**config.mk**
```make
export PLATFORM = sky130hd
export DESIGN_NAME = add_sub_nibble_seq
export DESIGN_NICKNAME = d
export VERILOG_FILES = /design/src/rtl/add_sub_seq_pkg.sv /design/src/rtl/add_sub_nibble_seq_vote3.sv /design/src/rtl/add_sub_nibble_seq.sv
export SDC_FILE = /design/constraint.sdc
export NUM_CORES = 1
export LEC_CHECK = 0
export ABC_CLOCK_PERIOD_IN_PS = 3700
export BUFFER_PORTS_ARGS = -buffer_cell sky130_fd_sc_hd__buf_2
export CAP_MARGIN = 10
export CORE_UTILIZATION = 40
export DETAILED_ROUTE_END_ITERATION = 7
export GPL_TIMING_DRIVEN = 0
export HOLD_SLACK_MARGIN = 0.02
export PLACE_DENSITY = 0.71
export SETUP_SLACK_MARGIN = 0.4
export SLEW_MARGIN = 20
export SYNTH_ARGS = -nofsm -noshare
export SYNTH_HDL_FRONTEND = slang
export SYNTH_HIERARCHICAL = 1
export SYNTH_SLANG_ARGS = --single-unit
```
**constraint.sdc**
```tcl
create_clock -name clk -period 3.7 [get_ports clk]
set_clock_uncertainty 0.15 [all_clocks]
set_input_delay 0 -clock clk [delete_from_list [all_inputs] [get_ports clk]]
set_output_delay 0 -clock clk [all_outputs]
set_load 0.05 [all_outputs]
```
**src/rtl/add_sub_seq_pkg.sv**
```systemverilog
// ----------------------------------------------------------------------------
// add_sub_seq_pkg
//   Shared definitions for the nibble-serial add/subtract sequencer:
//   nibble width, default operand width in nibbles, and the FSM state encoding.
// ----------------------------------------------------------------------------
package add_sub_seq_pkg;

   localparam int NIB_W       = 4;
   localparam int NIBBLES_DEF = 4;

   typedef enum logic [2:0] {
      IDLE  = 3'd0,
      CALC  = 3'd1,
      CHECK = 3'd2,
      VOTE  = 3'd3,
      DONE  = 3'd4
   } state_t;

endpackage

```
**src/rtl/add_sub_nibble_seq_vote3.sv**
```systemverilog
// ----------------------------------------------------------------------------
// nibble_vote3
//   Bitwise 2-of-3 majority over three {carry, sum} nibble results, plus a
//   flag raised when the three values are not all identical.
// Ports:
//   v0, v1, v2  in   NIB_W+1  candidate {cout, sum} results
//   maj         out  NIB_W+1  bitwise majority
//   mismatch    out  1        any candidate differs from another
// ----------------------------------------------------------------------------
module nibble_vote3
   import add_sub_seq_pkg::*;
(
   input  logic [NIB_W:0] v0,
   input  logic [NIB_W:0] v1,
   input  logic [NIB_W:0] v2,
   output logic [NIB_W:0] maj,
   output logic           mismatch
);

   assign maj      = (v0 & v1) | (v0 & v2) | (v1 & v2);
   assign mismatch = (v0 != v1) | (v1 != v2);

endmodule

```
**src/rtl/add_sub_nibble_seq.sv**
```systemverilog
// ----------------------------------------------------------------------------
// add_sub_nibble_seq
//   Performs a W = 4*NIBBLES bit add or subtract by sequencing one external
//   4-bit combinational adder, least significant nibble first. The carry is
//   registered between nibbles; B inversion and carry-in for subtraction are
//   generated here. The result, final carry and signed overflow are returned
//   over a valid/ready handshake and held until the next result.
//
//   Optional macro ADD_SUB_SEQ_RECHECK_EN: every nibble is evaluated twice
//   (CALC, CHECK); on disagreement a third evaluation (VOTE) is majority-voted
//   and out_fault is set for the transaction. Without it out_fault is 0.
//
// Ports:
//   clk, rst_n               clock (rising edge), async active-low reset
//   in_valid / out_ready     operand handshake
//   in_a, in_b, in_mode      operands; mode 0 = A+B, 1 = A-B
//   out_valid / in_ready     result handshake
//   out_sum, out_cout        result and carry (subtract: 1 = no borrow)
//   out_ovf, out_fault       signed overflow, redundancy mismatch seen
//   add_a, add_b, add_cin    operands presented to the external adder
//   add_sum, add_cout        external adder result
// ----------------------------------------------------------------------------
module add_sub_nibble_seq
   import add_sub_seq_pkg::*;
#(
   parameter int NIBBLES = NIBBLES_DEF
)
(
   input  logic                     clk,
   input  logic                     rst_n,
   input  logic                     in_valid,
   output logic                     out_ready,
   input  logic [NIB_W*NIBBLES-1:0] in_a,
   input  logic [NIB_W*NIBBLES-1:0] in_b,
   input  logic                     in_mode,
   output logic                     out_valid,
   input  logic                     in_ready,
   output logic [NIB_W*NIBBLES-1:0] out_sum,
   output logic                     out_cout,
   output logic                     out_ovf,
   output logic                     out_fault,
   output logic [NIB_W-1:0]         add_a,
   output logic [NIB_W-1:0]         add_b,
   output logic                     add_cin,
   input  logic [NIB_W-1:0]         add_sum,
   input  logic                     add_cout
);

   localparam int              W      = NIB_W * NIBBLES;
   localparam int              KW     = $clog2(NIBBLES);
   localparam logic [KW-1:0]   K_LAST = KW'(NIBBLES - 1);

   state_t          state, state_nx;
   logic [W-1:0]    a_q, b_q, res_q, res_nx;
   logic            mode_q, carry_q;
   logic [KW-1:0]   k_q;
   logic [NIB_W:0]  live;      // {cout, sum} from the adder this cycle
   logic [NIB_W:0]  nib;       // value committed for nibble k
   logic            commit, last, accept, nib_ovf;

   assign live      = {add_cout, add_sum};
   assign out_ready = (state == IDLE);
   assign out_valid = (state == DONE);
   assign accept    = in_valid & out_ready;
   assign last      = (k_q == K_LAST);

   // Adder operands are only driven while a nibble is being evaluated.
   always_comb begin
      add_a   = '0;
      add_b   = '0;
      add_cin = 1'b0;
      if (state == CALC || state == CHECK || state == VOTE) begin
         add_a   = a_q[k_q*NIB_W +: NIB_W];
         add_b   = b_q[k_q*NIB_W +: NIB_W] ^ {NIB_W{mode_q}};
         add_cin = carry_q;
      end
   end

`ifdef ADD_SUB_SEQ_RECHECK_EN
   logic [NIB_W:0] eval1_q, eval2_q, vote_v1;
   logic           mismatch, fault_q, out_fault_q;

   // In CHECK the voter sees (first, live, live): majority is the live value
   // and mismatch is simply first != live. In VOTE it sees all three.
   assign vote_v1 = (state == VOTE) ? eval2_q : live;

   nibble_vote3 u_vote (
      .v0       (eval1_q),
      .v1       (vote_v1),
      .v2       (live),
      .maj      (nib),
      .mismatch (mismatch)
   );

   assign commit    = (state == CHECK && !mismatch) || (state == VOTE);
   assign out_fault = out_fault_q;

   always_ff @(posedge clk or negedge rst_n) begin
      if (!rst_n) begin
         eval1_q     <= '0;
         eval2_q     <= '0;
         fault_q     <= 1'b0;
         out_fault_q <= 1'b0;
      end else begin
         if (state == CALC)  eval1_q <= live;
         if (state == CHECK) eval2_q <= live;
         if (accept)
            fault_q <= 1'b0;
         else if (state == VOTE)
            fault_q <= 1'b1;
         if (commit && last)
            out_fault_q <= fault_q | (state == VOTE);
      end
   end
`else
   assign nib       = live;
   assign commit    = (state == CALC);
   assign out_fault = 1'b0;
`endif

   // Carry into the MSB of the nibble is recovered from sum ^ a ^ b.
   assign nib_ovf = nib[NIB_W-1] ^ add_a[NIB_W-1] ^ add_b[NIB_W-1] ^ nib[NIB_W];

   always_comb begin
      res_nx = res_q;
      res_nx[k_q*NIB_W +: NIB_W] = nib[NIB_W-1:0];
   end

   always_comb begin
      state_nx = state;
      case (state)
         IDLE: if (accept) state_nx = CALC;
         CALC, CHECK, VOTE: begin
            if (commit)
               state_nx = last ? DONE : CALC;
`ifdef ADD_SUB_SEQ_RECHECK_EN
            else if (state == CALC)
               state_nx = CHECK;
            else if (state == CHECK)
               state_nx = VOTE;
`endif
         end
         DONE: if (in_ready) state_nx = IDLE;
         default: state_nx = IDLE;
      endcase
   end

   always_ff @(posedge clk or negedge rst_n) begin
      if (!rst_n) state <= IDLE;
      else        state <= state_nx;
   end

   always_ff @(posedge clk or negedge rst_n) begin
      if (!rst_n) begin
         a_q      <= '0;
         b_q      <= '0;
         mode_q   <= 1'b0;
         carry_q  <= 1'b0;
         k_q      <= '0;
         res_q    <= '0;
         out_sum  <= '0;
         out_cout <= 1'b0;
         out_ovf  <= 1'b0;
      end else if (accept) begin
         a_q     <= in_a;
         b_q     <= in_b;
         mode_q  <= in_mode;
         carry_q <= in_mode;
         k_q     <= '0;
         res_q   <= '0;
      end else if (commit) begin
         res_q   <= res_nx;
         carry_q <= nib[NIB_W];
         if (last) begin
            out_sum  <= res_nx;
            out_cout <= nib[NIB_W];
            out_ovf  <= nib_ovf;
         end else begin
            k_q <= k_q + 1'b1;
         end
      end
   end

endmodule

```
Word level (Yosys, flattened, before mapping)
Index checks and enable logic that the tools add are counted.

cells by class
  add/sub/neg operators = 2
  $mul = 0
  divide/modulo/power cells = 0
  order comparisons = 0
  equal/unequal tests = 9
  shift operators = 4
  mux-type cells = 16
  bitwise logic cells = 6
  reductions and logical operators = 8

operators with widths
  operator                 count
  $neg 4->34               1
  $shift 4x34->16 const A  1
  $shiftx 4x34->16         1
  $mux 16                  2
  $shiftx 16x5->4          2
  $bwmux 16                1
  $mux 3                   4
  $pmux 3 s3               1
  $mux 4                   2
  $eq 3x2->1 const B       2
  $mux 2                   3
  $ne 2x1->1 const B       3
  $reduce_and 3->1         2
  $xor 4x4->4              1
  $eq 3x1->1 const B       1
  $eq 3x3->1 const B       1
  $logic_not 3->1          1
  $mux 1                   3
  $reduce_or 3->1          1
  $xor 1x1->1              3
  $add 2x1->2 const B      1
  $eq 2x2->1 const B       1
  $logic_or 1x1->1         2
  $ne 2x2->1 const B       1
  4 further kinds          4

word-level totals
  register bits after elaboration = 73
  latch bits = 0
  memory bits (writable) = 0
  ROM bits = 0
  input bits = 42
  output and inout port bits = 30
  word-level logic and storage cells = 55
  memories kept = 0

Longest topological paths before layout
  depth after elaboration = 7
  mapped depth = 8

Least setup slack after synthesis
Ideal clock, no wire load.

  kind = reg2out
  start point = register k_q[0]
  end point = output add_b[2]
  arrival = 1.976 ns
  setup slack = 1.574 ns
  cell stages (with the launch flop) = 6
  buffers on the path = 2
  cell sequence = dfrtp_1 > buf_6 > buf_4 > mux4_2 > xnor2_1 > nor2_1

between the ends
  cells in the longest elaborated chain, start to end = 3

ends and longest elaborated chain
  element                 line                       source
  from (decl)             add_sub_nibble_seq.sv:56   logic [KW-1:0] k_q;
  from (signal assigned)  add_sub_nibble_seq.sv:179  k_q <= k_q + 1'b1;
  $shiftx 16x5->4         add_sub_nibble_seq.sv:74   add_b = b_q[k_q*NIB_W +: NIB_W] ^ {NIB_W{mode_q}};
  $xor 4x4->4             add_sub_nibble_seq.sv:74
  $mux 4                  add_sub_nibble_seq.sv:72   if (state == CALC || state == CHECK || state == VOTE) begin
  to (decl)               add_sub_nibble_seq.sv:43   output logic [NIB_W-1:0] add_b,

No other way between the ends.

Worst setup path after layout
  start point = register k_q[0]
  end point = register out_sum[9]

between the ends
  cells in the longest elaborated chain, start to end = 3
  elaborated cells on any way between the ends = 6
  those cells by class = add/sub (1); eq/ne (1); shift (2); mux (1); reduce/logical (1)

ends and longest elaborated chain
  element                                              line                       source
  $neg 4->34                                           add_sub_nibble_seq.sv:126  res_nx[k_q*NIB_W +: NIB_W] = nib[NIB_W-1:0];
  $shiftx 4x34->16 or $shift 4x34->16 (tied branches)  add_sub_nibble_seq.sv:126
  $bwmux 16                                            add_sub_nibble_seq.sv:126
  to (signal assigned)                                 add_sub_nibble_seq.sv:175  out_sum <= res_nx;
  to (decl)                                            add_sub_nibble_seq.sv:38   output logic [NIB_W*NIBBLES-1:0] out_sum,

Several ways; a longest one is shown, not always the timed one.
A chain may end at the register's enable or synchronous reset.

==> results.toml <==
[cells_and_area]
diodes = 0
fin_area_um2 = 4260
nets = 423
layout-drive-gt1-share_pct = 36.1
regArea_um2 = 1700
final_cells = 481
fillers = 671
multi_input_area_um2 = 1360
syn_to_final_growth_pct = 34.3

[synth]
netlist_top_cells_area = "dfrtp_1, mux2_2, mux4_2"
synth_top_area_share_pct = 53.6
netlist.top_cell.by_area = "dfrtp_1"
synth_fp_nets = 303
synth_top_flop_cell = "dfrtp_1"
postSynth.asyncResetShare_pct = 100
ys_warn_count = 6
synth_most_common_cell = "dfrtp_1"
synth.avg_cell_area_um2 = 12.4
synth.cell_area_um2 = 3170
seq_area_frac_synth_pct = 53.6
synthCells = 256
post_synth_num_cell_types = 39
yosys-top-cells-count = "dfrtp_1, mux2_2, nand2_1"
synth_edf_count = 0
ys_ff_latch = 68

[detailed_routing]
viasPerCell = 4.96
wl_per_cell_um = 15.1
ant_nets = 0
drc = 0
wl_um = 7280
route.vias.total = 2385
initialDrtViolationCount = 101
dr.pass1.iters = 4

[floorplanning]
start_util_pct = 41.3
rows = 32
die_width_um = 91.1
ios = 72
die_h_um = 91.1
die_area_um2 = 8290
core_um2 = 7690

[worst_setup_path]
worstPathArrival_ns = 2.59
critPathLaunchType = "flip-flop"
crit_path_end_kind = "flip-flop"
crit_fanout = 10
ff2ff_path_depth = 8
crit_required_ns = 3.80
r2r-start = "k_q[0]"
path_class = "flip-flop to flip-flop"
worstReg2RegEnd = "out_sum[9]"
reg2reg_slack_ns = 1.21

[timing]
hold_slack_ns = 0.0384
fin_tns_setup_ns = 0
fin_crit_ns = 2.49
hold_viol_final = 0
final.period_utilization_pct = 67.2
worstMarginPinSlew_ns = 0.742
fmax_mhz = 402
slew_violations = 0
relSlewSlack_pct = 50.1
rsz0062_at_grt = "false"
setup_viol = 0

[grt]
antenna_found_initial = 0
gr-usage-all-layers_pct = 18.9
overflow = 0
grt_pass1_vias = 2466
grt_max_degree = 59
grt_first_pass_wirelength_um = 11900

[power]
pwr-share-comb_pct = 53.8
pwr-share-seq_pct = 30.9
p_int_mw = 2.16
ir_drop_mv = 0.421
leakagePower_nw = 1.98
p_switching_mw = 1.73
pwr-share-clk_pct = 15.4
p_sw_share_pct = 44.4
power.total_mw = 3.89
p_per_area_nw_per_um2 = 913

[clock_tree]
clock_latency_ns = 0.34
cts_tree = "built"
cts_setup_buffers = 0
cts_buffers = 9
path_clk_slew_ns = 0.07
clock_sinks = 68
clock_path_buffers = 2
cts.htree.levels = 3
clockRootBuffer = "clkbuf_8"

[outcome]
status = "finished, final reports clean"

[placed_design]
dp_hpwl_um = 4910
port_buffers = 68
dp_cells = 427
routabilityCongestion = 0.757
place_area_um2 = 3670

[job]
drv_cap = 0

[worst_hold_path]
hold_path_class = "primary input to async pin"
==> per-stage QoR <==
stage / utilization [%] / setup slack (ns)
finish: 55.4 / 1.21
global route: 55.4 / 0.947
CTS: 55.4 / 1.17
detailed placement: 47.8 / 1.21
global placement: 47.4 / 1.25
floorplan: - / 1.57
==> sequential cells by signal, summed over array words and instances, names as in the netlist <==
signal and cells:
b_q 16, out_sum 16, state 2, mode_q 1, res_q 12, a_q 16, k_q 2, out_cout 1
out_ovf 1, carry_q 1
==> area by class of cell <==
| class | instances | share of cell area, % |
|---|---|---|
| Clock inverter | 2 | 0.822 |
| Clock buffer | 12 | 3.64 |
| Multi-Input combinational cell | 165 | 32.0 |
| Sequential cell | 68 | 39.9 |
| Tap cell | 102 | 2.99 |
| Timing Repair Buffer | 109 | 18.1 |
| Buffer | 19 | 2.20 |
| Inverter | 4 | 0.352 |
==> logic make-up (layout without fill, tap and decap cells) <==
group,after synthesis,after routing,share of synthesized area [%]
compound gates,51,51,10.6
xor+xnor,6,6,1.66
fa+ha+maj,5,5,1.97
buf+inv,23,146,3.43
flops,68,68,53.6
mux,43,43,18.3
other cells,1,1,0.118
simple gates,59,59,10.3
==> power groups by stage <==
stage | combinational (mW) | sequential, mW | clock (mW)
finish | 2.09 | 1.20 | 0.599
global route | 2.24 | 1.24 | 0.645
floorplan | 1.38 | 1.43 | 0
detailed placement | 2.07 | 1.22 | 0
global placement | 2.03 | 1.20 | 0
CTS | 2.11 | 1.20 | 0.614
==> worst max-delay path by stage <==
stage            endpoint  slack, ns  depth (start not counted)    from
5_1_grt        out_sum[9]       0.95                          8  k_q[0]
3_5_place_dp   out_sum[9]       1.21                          8  k_q[0]
4_1_cts        out_sum[9]       1.17                          8  k_q[0]
6_report       out_sum[9]       1.21                          8  k_q[0]
2_1_floorplan    add_b[2]       1.57                          5  k_q[0]
3_3_place_gp   out_sum[6]       1.25                          8  k_q[0]
==> what timing repair did <==
item	CTS	global route
resized for setup	0	0
hold endpoints to repair	122	0
hold buffers	40	0
==> cells in the final DEF, fill, tap and decap left out, types with 6 or more instances in the layout <==
cell type / count
o21ai_0: 18
nor2_1: 7
dlygate4sd3_1: 40
dfrtp_1: 68
mux4_2: 6
clkbuf_8: 11
buf_2: 73
nand2_1: 19
a32o_1: 11
mux2_2: 34
clkbuf_1: 10
a21oi_1: 13
nor2b_1: 12
==> per-layer routing <==
metal	up-vias	track usage (%)	wire, um	part of all wire [%]
li1	1155	-	-	-
met4	0	4.76	65	0.89
met3	9	6.11	402	5.5
met2	67	34.0	3720	51
met1	1154	21.8	3090	42
met5	-	0	0	0
==> worst max-delay path, stage by stage (launching register included) <==
cell and delay, ns:
dfrtp_1 0.39, buf_6 0.15, buf_4 0.22, inv_1 0.11
ha_1 0.39, nand2_1 0.09, nor4_2 0.56, a21oi_1 0.15
o21ai_0 0.18
Note: power is estimated with default switching activity, not from simulation.
